<file path="src/rtl/bram_read_arbiter.sv">
// bram_read_arbiter: round-robin sharing of one read-only BRAM between
// instruction fetch (port 0) and data load (port 1), one access in flight.
module bram_read_arbiter #(
  parameter int unsigned ADDR_W    = 18,
  parameter int unsigned DATA_W    = 32,
  parameter int unsigned MEM_DEPTH = 262144
) (
  input  logic              clk,
  input  logic              rst,
  input  logic              p0_req_valid,
  input  logic [ADDR_W-1:0] p0_req_addr,
  output logic              p0_req_ready,
  output logic              p0_rsp_valid,
  output logic              p0_rsp_err,
  input  logic              p1_req_valid,
  input  logic [ADDR_W-1:0] p1_req_addr,
  output logic              p1_req_ready,
  output logic              p1_rsp_valid,
  output logic              p1_rsp_err,
  output logic [DATA_W-1:0] rsp_data,
  output logic              mem_enable,
  output logic [ADDR_W-1:0] mem_address,
  input  logic [DATA_W-1:0] mem_data_in,
  output logic              busy
);

  typedef enum logic [1:0] {
    IDLE,
    READ,
    CAPT,
    ERR
  } state_t;

  localparam logic [ADDR_W:0] DEPTH = (ADDR_W+1)'(MEM_DEPTH);

  state_t            state;
  state_t            state_nx;
  logic              last_grant;
  logic              accept;
  logic              in_range;
  logic [ADDR_W-1:0] win_addr;

  assign accept   = p0_req_ready | p1_req_ready;
  assign win_addr = p1_req_ready ? p1_req_addr : p0_req_addr;
  assign in_range = {1'b0, win_addr} < DEPTH;

  assign mem_enable = (state == READ);
  assign busy       = (state != IDLE);

  always_ff @(posedge clk) begin
    if (rst) begin
      state <= IDLE;
    end else begin
      state <= state_nx;
    end
  end

  // last_grant == 1 hands a tie to port 0
  always_comb begin
    state_nx     = state;
    p0_req_ready = 1'b0;
    p1_req_ready = 1'b0;
    unique case (state)
      IDLE: begin
        p0_req_ready = p0_req_valid &
                       (~p1_req_valid | last_grant);
        p1_req_ready = p1_req_valid &
                       (~p0_req_valid | ~last_grant);
        if (p0_req_ready | p1_req_ready) begin
          state_nx = in_range ? READ : ERR;
        end
      end
      READ:    state_nx = CAPT;
      CAPT:    state_nx = IDLE;
      ERR:     state_nx = IDLE;
      default: state_nx = IDLE;
    endcase
  end

  // out-of-range requests never reach mem_address
  always_ff @(posedge clk) begin
    if (rst) begin
      last_grant   <= 1'b1;
      mem_address  <= '0;
      rsp_data     <= '0;
      p0_rsp_valid <= 1'b0;
      p0_rsp_err   <= 1'b0;
      p1_rsp_valid <= 1'b0;
      p1_rsp_err   <= 1'b0;
    end else begin
      p0_rsp_valid <= 1'b0;
      p0_rsp_err   <= 1'b0;
      p1_rsp_valid <= 1'b0;
      p1_rsp_err   <= 1'b0;
      if (accept) begin
        last_grant <= p1_req_ready;
        if (in_range) begin
          mem_address <= win_addr;
        end
      end
      if (state == CAPT) begin
        rsp_data     <= mem_data_in;
        p0_rsp_valid <= ~last_grant;
        p1_rsp_valid <= last_grant;
      end
      if (state == ERR) begin
        rsp_data     <= '0;
        p0_rsp_valid <= ~last_grant;
        p0_rsp_err   <= ~last_grant;
        p1_rsp_valid <= last_grant;
        p1_rsp_err   <= last_grant;
      end
    end
  end

endmodule

</file>
<file path="config.mk">
export PLATFORM = sky130hd
export DESIGN_NAME = bram_read_arbiter
export DESIGN_NICKNAME = d
export VERILOG_FILES = /design/src/rtl/bram_read_arbiter.sv
export SDC_FILE = /design/constraint.sdc
export NUM_CORES = 1
export LEC_CHECK = 0
export CORE_UTILIZATION = 41
export CTS_BUF_LIST = sky130_fd_sc_hd__clkbuf_4
export DETAILED_ROUTE_END_ITERATION = 10
export GPL_TIMING_DRIVEN = 0
export HOLD_SLACK_MARGIN = 0.08
export PLACE_DENSITY = 0.83
export SYNTH_ARGS = -nofsm -noshare
export SYNTH_HDL_FRONTEND = slang
export SYNTH_SLANG_ARGS = --single-unit
</file>
<file path="constraint.sdc">
create_clock -name clk -period 1.75 [get_ports clk]
set_input_delay 0.35 -clock clk [delete_from_list [all_inputs] [get_ports clk]]
set_output_delay 0.35 -clock clk [all_outputs]
set_load 0.05 [all_outputs]
</file>
-- Word-level counts from Yosys, hierarchy flattened
Cells that the tools add are included.
- logic and storage cells: 36
- bits of input ports: 72
- bits in read-only memories: 0
- bits in registers: 57
- memories kept: 0
- output and inout bits: 58
- memory bits (writable): 0
- latch bits: 0
- $lt $le $gt $ge: 0
- div/mod/pow operators: 0
- multipliers: 0
- mux-type cells: 9
- shifts and indexed selects: 0
- equal/unequal tests: 4
- $add $sub $neg: 0
- reductions and logical operators: 5
- bitwise gates (word level): 10
- operators by type and width (operator ; number):
    2-to-1 mux 18 bit ; 1
    2-to-1 mux 1 bit ; 6
    case mux 2 bit (3 select lines) ; 1
    OR reduction 2 bit ; 3
    == test 2 bit (second input constant) ; 2
    inverter 1 bit ; 4
    OR 1 bit ; 4
    bitwise AND 1 bit ; 2
    == test 2 x 1 -> 1 bit (second input constant) ; 1
    logical NOT 2 bit ; 1
    2-to-1 mux 2 bit ; 1
    inequality test 2 bit (second input constant) ; 1
    nonzero test 2 bit ; 1

-- Longest topological paths before layout
- depth in word-level cells: 6
- gate-level depth with buffers: 6
- gate-level depth less buffers: 3

-- Worst setup path before layout
OpenSTA, ideal clock, no wires.
- kind: reg2out
- from: register state[0]
- to: output p1_req_ready
- arrival: 1552 ps
- path buffers: 1
- required time: 1400 ps
- slack: -152 ps
- cell stages (with the launch flop): 4
- path through: dfxtp_1 -> or3b_1 -> buf_2 -> nor2_1
- word-level cells in the longest chain between the ends: 2
- RTL lines (item ; RTL line ; RTL):
    start, declared ; 36 ; state_t state;
    start signal, assigned ; 54 ; state <= state_nx;
    logical NOT 2 bit ; 63 ; unique case (state)
    2-to-1 mux 1 bit ; 63 ;
    end, declared ; 17 ; output logic p1_req_ready,
Every way passes these cells.

-- Final worst setup path
- from: input p0_req_valid
- to: output p1_req_ready
- word-level cells in the longest chain between the ends: 4
- RTL lines (item ; RTL line ; RTL):
    start, declared ; 10 ; input logic p0_req_valid,
    inverter 1 bit ; 68 ; (~p0_req_valid | ~last_grant);
    OR 1 bit ; 68 ;
    bitwise AND 1 bit ; 67 ; p1_req_ready = p1_req_valid &
    2-to-1 mux 1 bit ; 63 ;
Every way passes these cells.

==> metrics.md <==
| Metric | Value |
|---|---|
| Prevailing post-synth register cell | `dfxtp_1` |
| Die Ht | `79.93 um` |
| FF-to-FF path depth | `6` |
| Tightest Pin Transition | `529.5 ps` |
| Library cells used by synthesis | `20` |
| Die area | `6389 sq um` |
| Setup CP Type | `primary input to primary output` |
| Core Rows | `28` |
| Max Root-Sink Buffers | `2` |
| Gpl congestion | `0.7377` |
| Setup-failing EPs final | `1` |
| Die W | `79.93 um` |
| H-Tree Level Count | `3` |
| Worst path required time | `1400 ps` |
| Detailed placement HPWL | `5188 um` |
| Mux contribution to synthesized area | `0` |
| I/O Buffers | `128` |
| Synth area leader | `dfxtp_1` |
| First-pass GRT wire length | `11240 um` |
| Post-synthesis net count | `347` |
| # diodes | `0` |
| Root buffer cell | `clkbuf_4` |
| Setup crit end kind | `primary output` |
| Delay-heaviest family, CP | `buffers and inverters` |
| Starting Density | `0.4230` |
| Crit-path max FO | `19` |
| Initial antenna violation count | `0` |
| Pins Over Slew Limit | `0` |
| Xor/xnor share of the synthesized area | `0` |
| Complex-gate fraction of the synthesized area | `0.2055` |
| Worst-path clk slew | `90 ps` |
| Post-route ant nets | `0` |
| Final Cell Area | `3965 sq um` |
| Core area | `5886 sq um` |
| Top-area cell type share of the netlist area | `0.4583` |
| Cells along the critical path | `clkdlybuf4s50_1, and2_1, buf_4, nor2_4, buf_6` |
| Hold depth | `2` |
| Avg Synthesized Cell Area | `9.054 sq um` |
| Sink Count | `57` |
| Critical path data arrival time | `1430 ps` |
| Status | `complete, but fails checks` |
| Syn Std Cell Area | `2490 sq um` |
| RR Endpoint | `mem_address[14]` |
| Post-synth EDFFs | `0` |
| Hold Vio Cnt, Final | `0` |
| Achievable frequency | `561.6 MHz` |
| Overflow after GRT | `0` |
| Reg-to-reg setup timing slack | `60 ps` |
| Synth top area cells | `dfxtp_1 46%, nand3b_1 14%, a21oi_1 10%, nand2b_1 6.8%, a311oi_1 6.3%` |
| Peak supply drop | `0.4258 mV` |
| HP Start | `rst` |
| Synthesized flop and latch total | `57` |
| Post-route setup TNS | `-30.71 ps` |
| Startpoint Class | `primary input` |
| Synth Area in Simple Gates | `0.2704` |
| DRT iter0 DRCs | `113` |
| Clock latency on the worst-skew pair | `380 ps` |
| Rel. slew slack | `0.6484` |
| Wirelength, routed | `7238 um` |
| Post-Synth Adder-Cell Area | `0` |
| Synth warn | `0` |
| Most frequent cell after synthesis | `dfxtp_1` |
| DR vias/cell | `5.186` |
| Layout area overhead | `59.25%` |
| Max-cap violation count | `0` |
| Worst path slowest cell | `clkdlybuf4s50_1` |
| Placed cell area | `3871 sq um` |
| FF-to-FF Start | `state[1]` |
| Fin crit period | `1781 ps` |
| Asr flop ratio synth | `0` |
| TritonCTS Buffers | `9` |
| Violated checks | `setup timing` |
| Period Utilization, post-route | `1.018` |
| Nets@finish | `489` |
| Maximum number of pins on one net before global-route repair | `20` |
| Static leakage | `1.625 nW` |
| CP peak stage delay | `430 ps` |
| Synth top cells by count | `57 x dfxtp_1, 51 x a21oi_1, 45 x nand3b_1` |
| Worst Skew | `14.49 ps` |
| RSZ-0062 raised after global routing | `yes` |
| Worst Hold Class | `primary input to register` |
| Worst path bufs/invs | `3` |
| DR WL/cell | `14.65 um` |
| Total number of vias | `2562` |
| P per Cell Area | `799.1 nW/um^2` |
| Total GRT Usage | `0.2290` |
| Residual DRC | `0` |
| Io pins | `130` |
| Hold path endpoint | `state[0]` |
| CTS tree | `yes` |
| Layout cells sized above 1 | `0.1074` |
| Vias in the first global route | `2466` |
| Hold Slack | `354.7 ps` |
| DRT Pass-1 Iters | `4` |
| Hold buffers post-CTS | `0` |
| Synthesized netlist cell count | `275` |
| Main combinational cell family by area after synthesis | `simple AND/OR/NAND/NOR gates` |
| Register area share after synthesis | `0.4583` |
| Post-route setup slack | `-30.71 ps` |
## per-stage QoR
step / setup slack, ps / total power, W / utilization / cells
global route: -80.91 / 0.003325 / 0.6737 / 494
finish: -30.71 / 0.003169 / 0.6737 / 494
detailed placement: -971.9 / 0.002485 / 0.6577 / 478
floorplan: 4.283 / 0.002073 / - / 275
global placement: -976.7 / 0.002476 / 0.6577 / 478
CTS: -134.2 / 0.003181 / 0.6699 / 494
## registers in the layout, indices dropped and copies added (netlist names)
name          count
rsp_data         32
mem_address      18
state             2
last_grant        1
p0_rsp_err        1
p0_rsp_valid      1
p1_rsp_err        1
p1_rsp_valid      1
## cell usage in the layout, fill, tap and decap left out, drive strengths merged
cell type,instances
or3b,1
nor2b,9
a311oi,18
and2,4
clkdlybuf4s50,69
dfxtp,57
nor2,8
or2,1
o21ai,18
a211o,1
buf,21
nor3b,3
nand2,1
a21oi,51
inv,2
nand2b,27
dlygate4sd2,55
clkbuf,26
nand3b,45
clkinv,2
## kinds of logic (layout without fill, tap and decap cells)
logic type | Yosys count | in the layout
flops | 57 | 57
simple gates | 99 | 99
buf+inv | 31 | 175
compound gates | 88 | 88
## worst register-to-register path, stage by stage, from the launching register on
cell and delay [ps]:
dfxtp_4 360, buf_4 130, buf_6 130, nor3b_4 430, buf_6 210, nand3b_1 80
a311oi_1 260
## report_power, final
part,total (W),internal (W),switching [W]
Clock,0.000735,0.000295,0.000440
Sequential,0.00142,0.00138,0.0000445
Combinational,0.00101,0.000413,0.000596
## how the worst max path moves through the flow
| stage | startpoint | endpoint | slack, ps | cells after the start |
|---|---|---|---|---|
| after floorplan | state[0] | mem_enable | 4 | 2 |
| after global placement | p1_req_valid | p1_req_ready | -980 | 5 |
| after detailed placement | p1_req_valid | p1_req_ready | -970 | 5 |
| after CTS | state[0] | p1_req_ready | -130 | 4 |
| after global routing | state[1] | p0_req_ready | -80 | 5 |
| final | p0_req_valid | p1_req_ready | -30 | 5 |
## layer usage
layer / wire length [um] / share of wire / vias up / GRT usage
li1: - / - / 1269 / -
met2: 3476 / 0.48 / 111 / 0.4077
met3: 520 / 0.072 / 7 / 0.04571
met5: 0 / 0 / - / 0
met4: 93 / 0.013 / 0 / 0.09464
met1: 3148 / 0.43 / 1175 / 0.2653
## final cells by class
type	instances	area [sq um]
inverter	2	7.507
fill	530	1921
timing repair buffer	134	1256
clock buffer	11	82.58
buffer	26	151.4
multi-input combinational	187	1216
tap	75	93.84
clock inverter	2	8.758
sequential	57	1149
## repair_timing
| item | CTS | global route |
|---|---|---|
| gates resized for setup | 92 | 7 |
| setup buffers | 4 | 2 |
| pin swaps | 0 | 10 |
| cloned | 0 | 0 |
| endpoints found under the setup margin | 58 | 4 |
No activity file was read; power rests on OpenSTA's default activity.
